==> src/rtl/cpu_pkg.sv <==
// Shared types and widths for the multi-cycle CPU front end.
// The fetch FSM states and the default reset PC live here so every stage agrees on them.
package cpu_pkg;

  localparam int INSTR_W = 32;
  localparam int ADDR_W  = 32;
  localparam logic [ADDR_W-1:0] RESET_PC_DEFAULT = 32'h0000_0000;

  typedef enum logic [1:0] {
    IDLE = 2'd0,
    REQ  = 2'd1,
    WAIT = 2'd2,
    DONE = 2'd3
  } fetch_state_t;

  function automatic logic is_word_aligned(input logic [ADDR_W-1:0] addr);
    return (addr[1:0] == 2'b00);
  endfunction

endpackage

==> src/rtl/pc_register.sv <==
// Program counter: synchronous reset to RESET_PC, then load, increment or hold.
// A load takes priority over an increment so redirects replace the step.
module pc_register
  import cpu_pkg::*;
#(
  parameter logic [ADDR_W-1:0] RESET_PC = RESET_PC_DEFAULT,
  parameter logic [ADDR_W-1:0] PC_STEP  = 32'd4
) (
  input  logic              clk,
  input  logic              reset,
  input  logic              i_load,
  input  logic [ADDR_W-1:0] i_load_value,
  input  logic              i_inc,
  output logic [ADDR_W-1:0] o_pc
);

  logic [ADDR_W-1:0] r_pc;

  // Increment wraps modulo 2^32 by construction of the adder width.
  always_ff @(posedge clk) begin
    if (reset) begin
      r_pc <= RESET_PC;
    end else if (i_load) begin
      r_pc <= i_load_value;
    end else if (i_inc) begin
      r_pc <= r_pc + PC_STEP;
    end
  end

  assign o_pc = r_pc;

endmodule

==> src/rtl/instruction_fetch_unit.sv <==
// Instruction fetch unit: owns the PC, handshakes with instruction memory and
// strobes each fetched word into the instruction register; accepts branch/jump redirects.
module instruction_fetch_unit
  import cpu_pkg::*;
#(
  parameter logic [ADDR_W-1:0] RESET_PC = RESET_PC_DEFAULT,
  parameter logic [ADDR_W-1:0] PC_STEP  = 32'd4
) (
  input  logic               clk,
  input  logic               reset,
  input  logic               fetch_start,
  input  logic               pc_load,
  input  logic [ADDR_W-1:0]  pc_load_value,
  output logic               mem_req,
  output logic [ADDR_W-1:0]  mem_addr,
  input  logic               mem_ready,
  input  logic               mem_rvalid,
  input  logic [INSTR_W-1:0] mem_rdata,
  output logic [INSTR_W-1:0] Instruction_In,
  output logic               IR_Write,
  output logic [ADDR_W-1:0]  pc_out,
  output logic               fetch_busy,
  output logic               fetch_err
);

  fetch_state_t       r_state;
  logic               r_mem_req;
  logic [INSTR_W-1:0] r_instr;
  logic               r_ir_write;
  logic               r_busy;
  logic               r_fetch_err;
  logic               r_pend_valid;
  logic [ADDR_W-1:0]  r_pend_addr;

  logic              w_load_ok;
  logic              w_load_bad;
  logic              w_redirect;
  logic [ADDR_W-1:0] w_redirect_target;
  logic              w_pc_load;
  logic              w_pc_inc;
  logic [ADDR_W-1:0] w_pc;

  assign w_load_ok  = pc_load && is_word_aligned(pc_load_value);
  assign w_load_bad = pc_load && !is_word_aligned(pc_load_value);

  // A redirect arriving in the same cycle as the data counts, and beats an older pending one.
  assign w_redirect        = w_load_ok || r_pend_valid;
  assign w_redirect_target = w_load_ok ? pc_load_value : r_pend_addr;

  assign w_pc_load = ((r_state == IDLE) && w_load_ok) ||
                     ((r_state == WAIT) && mem_rvalid && w_redirect) ||
                     ((r_state == DONE) && w_redirect);
  assign w_pc_inc  = (r_state == DONE) && !w_redirect;

  pc_register #(
    .RESET_PC (RESET_PC),
    .PC_STEP  (PC_STEP)
  ) u_pc_register (
    .clk          (clk),
    .reset        (reset),
    .i_load       (w_pc_load),
    .i_load_value (w_redirect_target),
    .i_inc        (w_pc_inc),
    .o_pc         (w_pc)
  );

  always_ff @(posedge clk) begin
    if (reset) begin
      r_state      <= IDLE;
      r_mem_req    <= 1'b0;
      r_instr      <= '0;
      r_ir_write   <= 1'b0;
      r_busy       <= 1'b0;
      r_fetch_err  <= 1'b0;
      r_pend_valid <= 1'b0;
      r_pend_addr  <= '0;
    end else begin
      r_fetch_err <= w_load_bad;
      r_ir_write  <= 1'b0;
      case (r_state)
        IDLE: begin
          if (fetch_start) begin
            r_state   <= REQ;
            r_mem_req <= 1'b1;
            r_busy    <= 1'b1;
          end
        end
        REQ: begin
          if (w_load_ok) begin
            r_pend_valid <= 1'b1;
            r_pend_addr  <= pc_load_value;
          end
          if (mem_ready) begin
            r_state   <= WAIT;
            r_mem_req <= 1'b0;
          end
        end
        WAIT: begin
          if (mem_rvalid) begin
            if (w_redirect) begin
              // Word belongs to the abandoned path: drop it and go straight back to IDLE.
              r_state      <= IDLE;
              r_busy       <= 1'b0;
              r_pend_valid <= 1'b0;
            end else begin
              r_state    <= DONE;
              r_instr    <= mem_rdata;
              r_ir_write <= 1'b1;
            end
          end else if (w_load_ok) begin
            r_pend_valid <= 1'b1;
            r_pend_addr  <= pc_load_value;
          end
        end
        DONE: begin
          r_state      <= IDLE;
          r_busy       <= 1'b0;
          r_pend_valid <= 1'b0;
        end
        default: begin
          r_state <= IDLE;
        end
      endcase
    end
  end

  assign mem_req        = r_mem_req;
  assign mem_addr       = w_pc;
  assign pc_out         = w_pc;
  assign Instruction_In = r_instr;
  assign IR_Write       = r_ir_write;
  assign fetch_busy     = r_busy;
  assign fetch_err      = r_fetch_err;

endmodule
==> config.mk <==
export PLATFORM = sky130hd
export DESIGN_NAME = instruction_fetch_unit
export DESIGN_NICKNAME = d
export VERILOG_FILES = /design/src/rtl/cpu_pkg.sv /design/src/rtl/pc_register.sv /design/src/rtl/instruction_fetch_unit.sv
export SDC_FILE = /design/constraint.sdc
export NUM_CORES = 1
export LEC_CHECK = 0
export ABC_AREA = 1
export CAP_MARGIN = 20
export CELL_PAD_IN_SITES_DETAIL_PLACEMENT = 0
export CELL_PAD_IN_SITES_GLOBAL_PLACEMENT = 1
export CORE_UTILIZATION = 32
export CTS_BUF_LIST = sky130_fd_sc_hd__clkbuf_4 sky130_fd_sc_hd__clkbuf_8 sky130_fd_sc_hd__clkbuf_16
export DETAILED_ROUTE_END_ITERATION = 10
export GPL_ROUTABILITY_DRIVEN = 0
export GPL_TIMING_DRIVEN = 0
export MAX_ROUTING_LAYER = met4
export PLACE_DENSITY_LB_ADDON = 0.1
export SLEW_MARGIN = 20
export SYNTH_ARGS = -nofsm -noshare
export SYNTH_HDL_FRONTEND = slang
export SYNTH_SLANG_ARGS = --single-unit
==> constraint.sdc <==
create_clock -name clk -period 2.2 [get_ports clk]
set_input_delay 0.66 -clock clk [delete_from_list [all_inputs] [get_ports clk]]
set_output_delay 0.66 -clock clk [all_outputs]
set_load 0.01 [all_outputs]
==> results of run 1 <==
flip-flops by register name, summed over array words and instances (netlist names):
signal	count
mem_req	1
fetch_err	1
r_pend_addr	32
r_pend_valid	1
IR_Write	1
u_pc_register.o_pc	32
fetch_busy	1
r_state	2
Instruction_In	32
power by group through the flow:
stage | registers (mW) | logic [mW] | clock network [mW]
after floorplan | 2.42 | 1.14 | 0
final | 2.36 | 2.11 | 1.73
after global placement | 2.39 | 2.12 | 0
after detailed placement | 2.40 | 2.12 | 0
after CTS | 2.35 | 2.13 | 1.77
after global routing | 2.40 | 2.33 | 1.84
layout make-up:
type                            count  area (µm²)
Buffer                             76         490
Clock buffer                        9         225
Clock inverter                      7        86.3
Fill cell                        1787        8930
Inverter                           60         225
Multi-Input combinational cell    622        2780
Sequential cell                   103        2080
Tap cell                          220         275
Timing Repair Buffer              167        1670
through the flow:
stage               cells  setup TNS (ns)  power [mW]  area (µm²)  utilization, %
finish               1264               0        6.20        7830            46.7
global placement     1248          -14.61        4.51        7490            44.7
floorplan             861               0        3.55        5540               -
detailed placement   1248          -15.47        4.52        7490            44.7
global route         1264               0        6.58        7830            46.7
CTS                  1264               0        6.25        7800            46.6
layer usage:
| layer | GRT usage (%) | vias to the layer above |
|---|---|---|
| met1 | 26.8 | 2560 |
| met4 | 4.80 | 0 |
| met5 | - | - |
| met2 | 33.6 | 157 |
| li1 | - | 3054 |
| met3 | 5.10 | 9 |
critical path: stages (launching register included):
cell,delay (ns)
dfxtp_1,0.47
buf_4,0.15
clkdlybuf4s50_1,0.52
how the worst max path moves through the flow:
stage                           startpoint                     end  depth (start not counted)
floorplan                       mem_rvalid   u_pc_register.o_pc[5]                          9
global placement          pc_load_value[0]  u_pc_register.o_pc[18]                         10
detailed placement        pc_load_value[0]  u_pc_register.o_pc[15]                          8
CTS                 u_pc_register.o_pc[27]              pc_out[27]                          2
global route        u_pc_register.o_pc[24]              pc_out[24]                          2
finish               u_pc_register.o_pc[2]               pc_out[2]                          2
kinds of logic (layout without fill, tap and decap cells):
logic type	count (synthesis)	in the layout
simple gates	483	483
buf+inv	136	319
compound gates	129	129
flops	103	103
xor+xnor	9	9
fa+ha+maj	1	1
what timing repair did:
action / 4_1_cts / 5_1_grt
setup endpoints to repair: 3 / 36
hold buffers: 0 / 0
gates resized for setup: 2 / 20
placed cells by master, fill, tap and decap left out, types with 2 or more instances in the layout:
| master | instances |
|---|---|
| dfxtp_1 | 89 |
| clkbuf_16 | 9 |
| buf_2 | 13 |
| o21ai_1 | 5 |
| buf_6 | 4 |
| inv_1 | 58 |
| dfxtp_2 | 14 |
| nand2_2 | 2 |
| o211ai_2 | 2 |
| clkdlybuf4s50_1 | 167 |
| nand3b_1 | 2 |
| nor2_1 | 104 |
| or2_2 | 2 |
| inv_6 | 2 |
| a21oi_1 | 74 |
| clkbuf_2 | 4 |
| o211ai_1 | 3 |
| xnor2_1 | 7 |
| buf_4 | 41 |
| a31oi_1 | 2 |
| xor2_1 | 2 |
| inv_8 | 2 |
| nand3_1 | 77 |
| and2_1 | 2 |
| nor2_2 | 4 |
| nand3_2 | 2 |
| nand2_4 | 2 |
| inv_2 | 2 |
| o21ai_0 | 40 |
| nor2_4 | 3 |
| nand2_1 | 281 |
| clkbuf_1 | 14 |
==> metrics.md, run 1 <==
| Metric | Value |
|---|---|
| Critical path type | `register to output pin` |
| TritonCTS clock tree | `done` |
| H-tree Lvls | `3` |
| Hold slack | `0.449 ns` |
| Antenna cells | `0` |
| Clk root buf | `clkbuf_16` |
| Layout area overhead | `41.3%` |
| Post-DRT Antenna Nets | `0` |
| RSZ-0062 raised after global routing | `false` |
| Vias per cell | `4.57` |
| Antenna violations before repair | `0` |
| M1 WL | `8.63 mm` |
| Mapped Nets | `932` |
| Total wire length | `17.9 mm` |
| Top_reg_cell synth | `dfxtp_1` |
| Met2 WL | `8.03 mm` |
| VDD IR max | `0.463 mV` |
| Core ar. | `16800 µm²` |
| Total Die Area | `17900 µm²` |
| R2R Path End | `u_pc_register.o_pc[22]` |
| Largest net degree at the start of global routing | `20` |
| Psw | `2.17 mW` |
| DP HPWL | `~14 mm` |
| Critical path data arrival time | `1.49 ns` |
| Synth area leaders | `dfxtp_1 (37%), nand2_1 (19%), nor2_1 (7.0%)` |
| Worst Skew | `between 0.009 and 0.01 ns` |
| Critical Path Start Type | `register` |
| Hold Path Class | `register to register` |
| Fraction of the mapped netlist area in simple logic gates | `36.0%` |
| Gr usage total | `21.1%` |
| Yosys top cell area share | `37.2%` |
| I/O pin count | `between 150 and 200` |
| Max Used Layer | `met4` |
| Endpoint class of the critical path | `output pin` |
| First-pass iteration count of the detailed router | `5` |
| Seq/Total Area, Yosys | `37.2%` |
| Top cells by count, synth | `nand2_1 (281), nor2_1 (104), dfxtp_1 (103)` |
| Site row count | `between 40 and 50` |
| Post-synth EDFFs | `0` |
| Setup Fix Bufs, Post-CTS | `0` |
| Global-route wire length before repair | `28.5 mm` |
| Fin. max-slew vios | `0` |
| Cells after Synth | `about 860` |
| Comb pwr share | `34.0%` |
| DR WL/cell | `14.1 µm` |
| Req. time, crit path | `1.54 ns` |
| Die width | `134 µm` |
| DRC | `0` |
| Area of the mapped netlist | `5540 µm²` |
| FF+latch count, synth | `103` |
| Synth Area in XOR/XNOR | `around 1.4%` |
| Number of port buffers | `between 150 and 200` |
| Hold Startpoint | `r_pend_addr[1]` |
| Final WS setup | `roughly 0.047 ns` |
| Vias in the first global route | `5331` |
| Layout cells sized above 1 | `between 10 and 15%` |
| Synth warn | `0` |
| Total CTS buffers | `9` |
| Die span in y | `134 µm` |
| Via count of the routed design | `5780` |
| Adder-cell share of the synthesized area | `0.226%` |
| Pwr dens | `792 nW/µm²` |
| Leak pwr | `3.12 nW` |
| Final Hold Viols | `0` |
| Reg2reg setup slack | `0.33 ns` |
| Reg clk slew, reported paths | `0.07 ns` |
| Int Power | `4.03 mW` |
| Max Fclk | `~0.46 GHz` |
| Mux cell area share after synthesis | `0%` |
| DRT iter0 DRCs | `353` |
| CTS Sinks | `103` |
| CTS Buffer Depth | `2` |
| Final Critical Period | `approximately 2.2 ns` |
| Clk network pwr share | `27.9%` |
| Number of max-cap violations | `0` |
| End of the worst hold path | `r_pend_addr[1]` |
| Sw Ratio | `35.0%` |
| Sequential share of power | `38.1%` |
| Final-report setup violation count | `0` |
| Final nets | `between 1000 and 1500` |
| GRT Residual Overflow | `0` |
| Syn Area/Cell | `6.44 µm²` |
| Crit path max fanout | `7` |
| Latest clock arrival within the worst-skew pair | `0.36 ns` |
| Worst r2r path cells | `10` |
| Netlist cell types | `33` |
| Complex-gate fraction of the synthesized area | `12.3%` |
| Hold path depth | `2` |
| Period utilization | `97.9%` |
| Max_slew headroom | `roughly three fifths` |
| Worst-Margin Slew | `between 0.5 and 0.6 ns` |
| Met3 wire length | `1.06 mm` |
| Reg2reg start | `u_pc_register.o_pc[2]` |
| Pre-CTS setup slack | `-0.399 ns` |
| Synth async-reset ratio | `0%` |
| Status | `finished, final reports clean` |
| Most frequent cell after synthesis | `nand2_1` |
| Area leader, netlist | `dfxtp_1` |
| Initial core utilization | `33.1%` |
| Largest family of logic cells by synthesized area | `simple AND/OR/NAND/NOR gates` |
Note: power is estimated with default switching activity, not from simulation.
==> run 2, diff against run 1 <==
--- a/config.mk
+++ b/config.mk
@@ -16,7 +16,7 @@
 export GPL_TIMING_DRIVEN = 0
 export MAX_ROUTING_LAYER = met4
 export PLACE_DENSITY_LB_ADDON = 0.1
-export SLEW_MARGIN = 20
+export SLEW_MARGIN = 40
 export SYNTH_ARGS = -nofsm -noshare
 export SYNTH_HDL_FRONTEND = slang
 export SYNTH_SLANG_ARGS = --single-unit
==> results of run 2 <==
Final layout, timing and power as in run 1 (identical DEF).
